**config.mk**
```make
export PLATFORM = sky130hd
export DESIGN_NAME = universal_shift_8bit_flat
export DESIGN_NICKNAME = d
export VERILOG_FILES = /design/src/rtl/universal_shift_8bit_if.sv /design/src/rtl/universal_shift_8bit.sv /design/src/flat_wrapper.sv
export SDC_FILE = /design/constraint.sdc
export NUM_CORES = 1
export LEC_CHECK = 0
export CELL_PAD_IN_SITES_DETAIL_PLACEMENT = 0
export CELL_PAD_IN_SITES_GLOBAL_PLACEMENT = 1
export CORE_MARGIN = 5
export CORE_UTILIZATION = 29
export CTS_CLUSTER_DIAMETER = 30
export DETAILED_ROUTE_END_ITERATION = 10
export PLACE_DENSITY_LB_ADDON = 0.1
export SLEW_MARGIN = 5
export SYNTH_ARGS = -nofsm -noshare
export SYNTH_HDL_FRONTEND = slang
export SYNTH_SLANG_ARGS = --single-unit
export TNS_END_PERCENT = 50
```
**constraint.sdc**
```tcl
create_clock -name clk -period 1.4 [get_ports clk]
set_input_delay 0.14 -clock clk [delete_from_list [all_inputs] [get_ports clk]]
set_output_delay 0.14 -clock clk [all_outputs]
set_load 0.1 [all_outputs]
```
**src/rtl/universal_shift_8bit_if.sv**
```systemverilog
// Bus bundle for universal_shift_8bit: mode/enable controls, serial and parallel data.
// ROTATE_EN adds the rot control signal.
interface universal_shift_8bit_if #(
    parameter int WIDTH = 8
);
    logic             en;
    logic [1:0]       s;
    logic [WIDTH-1:0] a;
    logic             sl_in;
    logic             sr_in;
`ifdef ROTATE_EN
    logic             rot;
`endif
    logic [WIDTH-1:0] p;
    logic             shl_out;
    logic             shr_out;

    modport master (
        output en,
        output s,
        output a,
        output sl_in,
        output sr_in,
`ifdef ROTATE_EN
        output rot,
`endif
        input  p,
        input  shl_out,
        input  shr_out
    );

    modport slave (
        input  en,
        input  s,
        input  a,
        input  sl_in,
        input  sr_in,
`ifdef ROTATE_EN
        input  rot,
`endif
        output p,
        output shl_out,
        output shr_out
    );
endinterface

```
**src/rtl/universal_shift_8bit.sv**
```systemverilog
// Universal shift register: shift left, hold, shift right, parallel load.
// Optional macro ROTATE_EN adds rotate-through on the two shift modes.
module universal_shift_8bit #(
    parameter int WIDTH = 8
) (
    input  logic                  clk,
    input  logic                  rst_n,
    universal_shift_8bit_if.slave bus
);

    typedef enum logic [1:0] {
        MODE_SHL  = 2'b00,
        MODE_HOLD = 2'b01,
        MODE_SHR  = 2'b10,
        MODE_LOAD = 2'b11
    } mode_e;

    logic [WIDTH-1:0] p_q;
    logic [WIDTH-1:0] p_d;
    logic             sl_bit;
    logic             sr_bit;
    mode_e            mode;

    function automatic logic [WIDTH-1:0] shift_left(input logic [WIDTH-1:0] v,
                                                    input logic             b);
        return {v[WIDTH-2:0], b};
    endfunction

    function automatic logic [WIDTH-1:0] shift_right(input logic [WIDTH-1:0] v,
                                                     input logic             b);
        return {b, v[WIDTH-1:1]};
    endfunction

    assign mode = mode_e'(bus.s);

    // Bits entering each end; in rotate mode they come from the opposite end.
    always_comb begin
        sl_bit = bus.sl_in;
        sr_bit = bus.sr_in;
`ifdef ROTATE_EN
        if (bus.rot) begin
            sl_bit = p_q[WIDTH-1];
            sr_bit = p_q[0];
        end
`endif
    end

    always_comb begin
        p_d = p_q;
        if (bus.en) begin
            case (mode)
                MODE_SHL:  p_d = shift_left(p_q, sl_bit);
                MODE_HOLD: p_d = p_q;
                MODE_SHR:  p_d = shift_right(p_q, sr_bit);
                MODE_LOAD: p_d = bus.a;
                default:   p_d = p_q;
            endcase
        end
    end

    always_ff @(posedge clk) begin
        if (!rst_n) begin
            p_q <= '0;
        end else begin
            p_q <= p_d;
        end
    end

    assign bus.p       = p_q;
    assign bus.shl_out = p_q[WIDTH-1];
    assign bus.shr_out = p_q[0];

endmodule

```
**src/flat_wrapper.sv**
```systemverilog
// flat-port wrapper written by rule: the top's interface ports become plain ports
module universal_shift_8bit_flat 
#(
    parameter int WIDTH = 8
)
  (clk, rst_n, bus_en, bus_s, bus_a, bus_sl_in, bus_sr_in, bus_p, bus_shl_out, bus_shr_out);
  universal_shift_8bit_if #(.WIDTH(WIDTH)) bus_i ();
  input  logic clk;
  input  logic rst_n;
  input wire logic [$bits(bus_i.en)-1:0] bus_en;
  input wire logic [$bits(bus_i.s)-1:0] bus_s;
  input wire logic [$bits(bus_i.a)-1:0] bus_a;
  input wire logic [$bits(bus_i.sl_in)-1:0] bus_sl_in;
  input wire logic [$bits(bus_i.sr_in)-1:0] bus_sr_in;
  output wire logic [$bits(bus_i.p)-1:0] bus_p;
  output wire logic [$bits(bus_i.shl_out)-1:0] bus_shl_out;
  output wire logic [$bits(bus_i.shr_out)-1:0] bus_shr_out;
  assign bus_i.en = bus_en;
  assign bus_i.s = bus_s;
  assign bus_i.a = bus_a;
  assign bus_i.sl_in = bus_sl_in;
  assign bus_i.sr_in = bus_sr_in;
  assign bus_p = bus_i.p;
  assign bus_shl_out = bus_i.shl_out;
  assign bus_shr_out = bus_i.shr_out;
  universal_shift_8bit #(.WIDTH(WIDTH)) u_core (.clk(clk), .rst_n(rst_n), .bus(bus_i));
endmodule
```
-- Word level (Yosys, flattened, before mapping)
Index checks and enable logic that the tools add are counted.
- input bits: 15
- flip-flop bits (word level): 8
- output and inout port bits: 10
- logic and storage cells: 8
- eq/ne operators: 3
- multiplexer cells: 1
- reductions and logical operators: 2
- bitwise logic cells: 1
- operators with widths (cell ; count):
    $pmux W8 S3 ; 1
    $eq A2 B2 Y1 const B ; 2
    $eq A2 B1 Y1 const B ; 1
    $logic_not A2 Y1 ; 1
    $reduce_and A2 Y1 ; 1
    $not A1 Y1 ; 1

-- Logic depth before layout (Yosys ltp)
- depth after elaboration: 3
- mapped depth: 4
- gate-level depth less buffers: 3

-- Worst setup path before layout
Ideal clock, no wire load.
- path type: register to output
- start point: register u_core.p_q[7], in the netlist u_core.bus.p[7]
- end point: output bus_p[7]
- arrival: 1.391 ns
- stages on the path, launching flop included: 2
- setup slack: -0.131 ns
- data required time: 1.260 ns
- cell sequence: dfxtp_1 > buf_4
- RTL lines (what ; line ; text):
    start, declared ; universal_shift_8bit.sv:18 ; logic [WIDTH-1:0] p_q;
    start signal, assigned ; universal_shift_8bit.sv:65 ; p_q <= p_d;
    end, declared ; flat_wrapper.sv:15 ; output wire logic [$bits(bus_i.p)-1:0] bus_p;
No word-level cell between the ends.

-- Worst setup path in the final report
- start point: input bus_s[1]
- end point: register u_core.p_q[4], in the netlist u_core.bus.p[4]
- cells in the longest elaborated chain, start to end: 3
- elaborated cells between the ends (all ways): 7
- ends and longest elaborated chain (what ; line ; text):
    start, declared ; flat_wrapper.sv:11 ; input wire logic [$bits(bus_i.s)-1:0] bus_s;
    branches (longest 3 deep; another with $pmux W8 S3) ; - ;
Parallel ways; which one is timed is not known.
A chain may end at the register's enable or synchronous reset.

==> results.yml <==
outcome:
  status: "completed"
global_routing:
  antenna_found_initial: 0
  use_met1_pct: 14.05
  track_usage_pct: 10.60
  grt_pass1_wl_microns: 2001
  use_met2_pct: 14.44
  grt_max_degree: 9
  grt_overflow: 0
  grt_pass1_vias: 437
  top_usage_layer: "met2"
  met3_usage_pct: 3.614
drt:
  ant_nets: 0
  drtPass1Iterations: 3
  vias: 434
  via_per_inst: 5.229
  wirelength_microns: 1248
  drt-wirelength-per-cell_microns: 15.04
  route.detailed.drc: 0
  drt_iter0_drc: 2
die:
  die_x_microns: 50.12
  initial_core_util_pct: 30.62
  io_pins: 25
  num_rows: 14
  die_area_sq_mm: 0.002512
  core_sq_mm: 0.001524
  die_y_microns: 50.12
timing:
  worst_pin_slew_ns: 0.3116
  finalHoldViolCount: 0
  rsz0062_at_grt: "false"
  fmax_ghz: 0.8868
  setup_viol: 0
  timing.hold.ws_ns: 0.5575
  post-route-period-util_pct: 80.55
  slew_headroom_pct: 79.16
  fin_crit_ns: 1.128
  drv_slew: 0
  fin_skew_ns: 0.002909
worst_setup_path:
  r2r_setup_slack_ns: 0.49
  required_ns: 1.54
  rr_worst_depth: 3
  r2r-start: "u_core.bus.p[4]$_SDFFE_PN0P_"
  endpoint_kind: "flip-flop"
  critical_path.max_fanout: 4
  cp.arrival_ns: 1.27
  timing.critical_path.from_type: "input pin"
  worst-setup-path-type: "input pin to flip-flop"
  regToRegEndpoint: "u_core.bus.p[3]$_SDFFE_PN0P_"
pwr:
  power.total_uw: 834.5
  peakVddDrop_v: 0.0005551
  power_leakage_nw: 0.4263
  p_per_area_mw_per_mm2: 983.7
logic_synthesis:
  synthesis.nets: 56
  netlist_area_sq_um: 466.7
  seq_area_frac_synth_pct: 34.32
  synth_warnings: 0
  synth.ff_latch_count: 8
  ys_types: 11
  avgSynthCellArea_sq_um: 11.38
  syn_inst: 41
placed_design:
  dpl_cell_area_sq_um: 825.8
  hpwl_microns: 956.3
  place_congestion: 0.6959
  placed_cells: 80
  port_buffers: 24
cells_and_area:
  instances_no_fill: 83
  syn2layout_area_growth_pct: 81.77
  antennaDiodeCount: 0
  design_area_sq_um: 848.3
  drive_gt1_share_pct: 37.31
  nets: 84
  largest_reg_flops: 8
clock_tree:
  post_cts_resized: 0
  tritoncts: "built"
  cts_hold_buf: 0
  clk_latency_ns: 0.25
  clock-sinks: 8
  htreeDepth: 1
  clockRootBuffer: "clkbuf_4"
  clock_path_buffers: 2
  post_cts_buffers: 0
  clk_pin_slew_ns: 0.05
  numCtsBuffers: 3
min_path:
  hold_class: "flip-flop to flip-flop"
  holdPathStages: 1
  hp-start: "u_core.bus.p[5]$_SDFFE_PN0P_"
  whs_endpoint: "u_core.bus.p[5]$_SDFFE_PN0P_"
run:
  cap_violations: 0
-- cells in the final DEF (no fill, tap or decap), drive strengths merged --
cell,instances
clkdlybuf4s50,14
a21boi,1
clkbuf,3
nand3,1
a2bb2oi,8
nor2b,1
dfxtp,8
mux2i,8
inv,1
buf,14
o211a,8
-- routing by layer --
layer  part of all wire, %  wire length (microns)  vias up
met3                   7.4                     92        0
met1                    46                    576      207
met5                     0                      0        -
met2                    46                    578       14
li1                      -                      -      213
met4                     0                      0        0
-- power by group --
| part | switching [mW] | internal, mW |
|---|---|---|
| sequential | 0.0313 | 0.249 |
| clock | 0.0730 | 0.0977 |
| combinational | 0.217 | 0.166 |
| total | 0.321 | 0.513 |
-- through the flow --
stage / setup WS, ns / utilization [%] / setup TNS, ns
floorplan: -0.1006 / - / -0.4703
global placement: -0.0008451 / 54.19 / -0.0008451
detailed placement: 0.003710 / 54.19 / 0
CTS: 0.2690 / 55.67 / 0
global route: 0.1975 / 55.67 / 0
finish: 0.2723 / 55.67 / 0
-- kinds of logic (layout without fill, tap and decap cells) --
kind of cell | after synthesis | in the layout | share of synthesized area (%)
DFF | 8 | 8 | 34.32
buffers and inverters | 6 | 32 | 8.845
and+or+nand+nor | 2 | 2 | 3.486
muxes | 8 | 8 | 17.16
AOI/OAI and AO/OA | 17 | 17 | 36.19
-- worst max-delay path: stages --
cell and delay, ns:
clkdlybuf4s50_1 0.56, buf_4 0.18, mux2i_1 0.19, a2bb2oi_1 0.08, o211a_1 0.11
-- worst max path at each step --
stage                                    to                         start  slack (ns)  depth (start not counted)
2_1_floorplan  u_core.bus.p[2]$_SDFFE_PN0P_  u_core.bus.p[3]$_SDFFE_PN0P_       -0.10                          3
3_3_place_gp   u_core.bus.p[4]$_SDFFE_PN0P_                      bus_s[1]     -0.0008                          5
3_5_place_dp   u_core.bus.p[4]$_SDFFE_PN0P_                      bus_s[1]       0.004                          5
4_1_cts        u_core.bus.p[4]$_SDFFE_PN0P_                      bus_s[1]        0.27                          5
5_1_grt        u_core.bus.p[6]$_SDFFE_PN0P_                      bus_s[1]        0.20                          5
6_report       u_core.bus.p[4]$_SDFFE_PN0P_                      bus_s[1]        0.27                          5
-- cells in the mapped netlist --
master,number,area share [%]
o211a_1,8,17
mux2i_1,8,17
dfxtp_1,8,34
a2bb2oi_1,8,15
inv_2,1,0.80
nand3_2,1,2.1
buf_4,3,4.8
nor2b_1,1,1.3
a21boi_4,1,4.0
buf_1,1,0.80
buf_6,1,2.4
-- area by class of cell --
| class | count | area [sq um] |
|---|---|---|
| Multi-Input combinational cell | 27 | 265.3 |
| Fill cell | 143 | 675.6 |
| Sequential cell | 8 | 166.4 |
| Tap cell | 16 | 20.02 |
| Clock buffer | 3 | 22.52 |
| Timing Repair Buffer | 28 | 370.4 |
| Inverter | 1 | 3.754 |
Power figures use the tool's default switching activity.
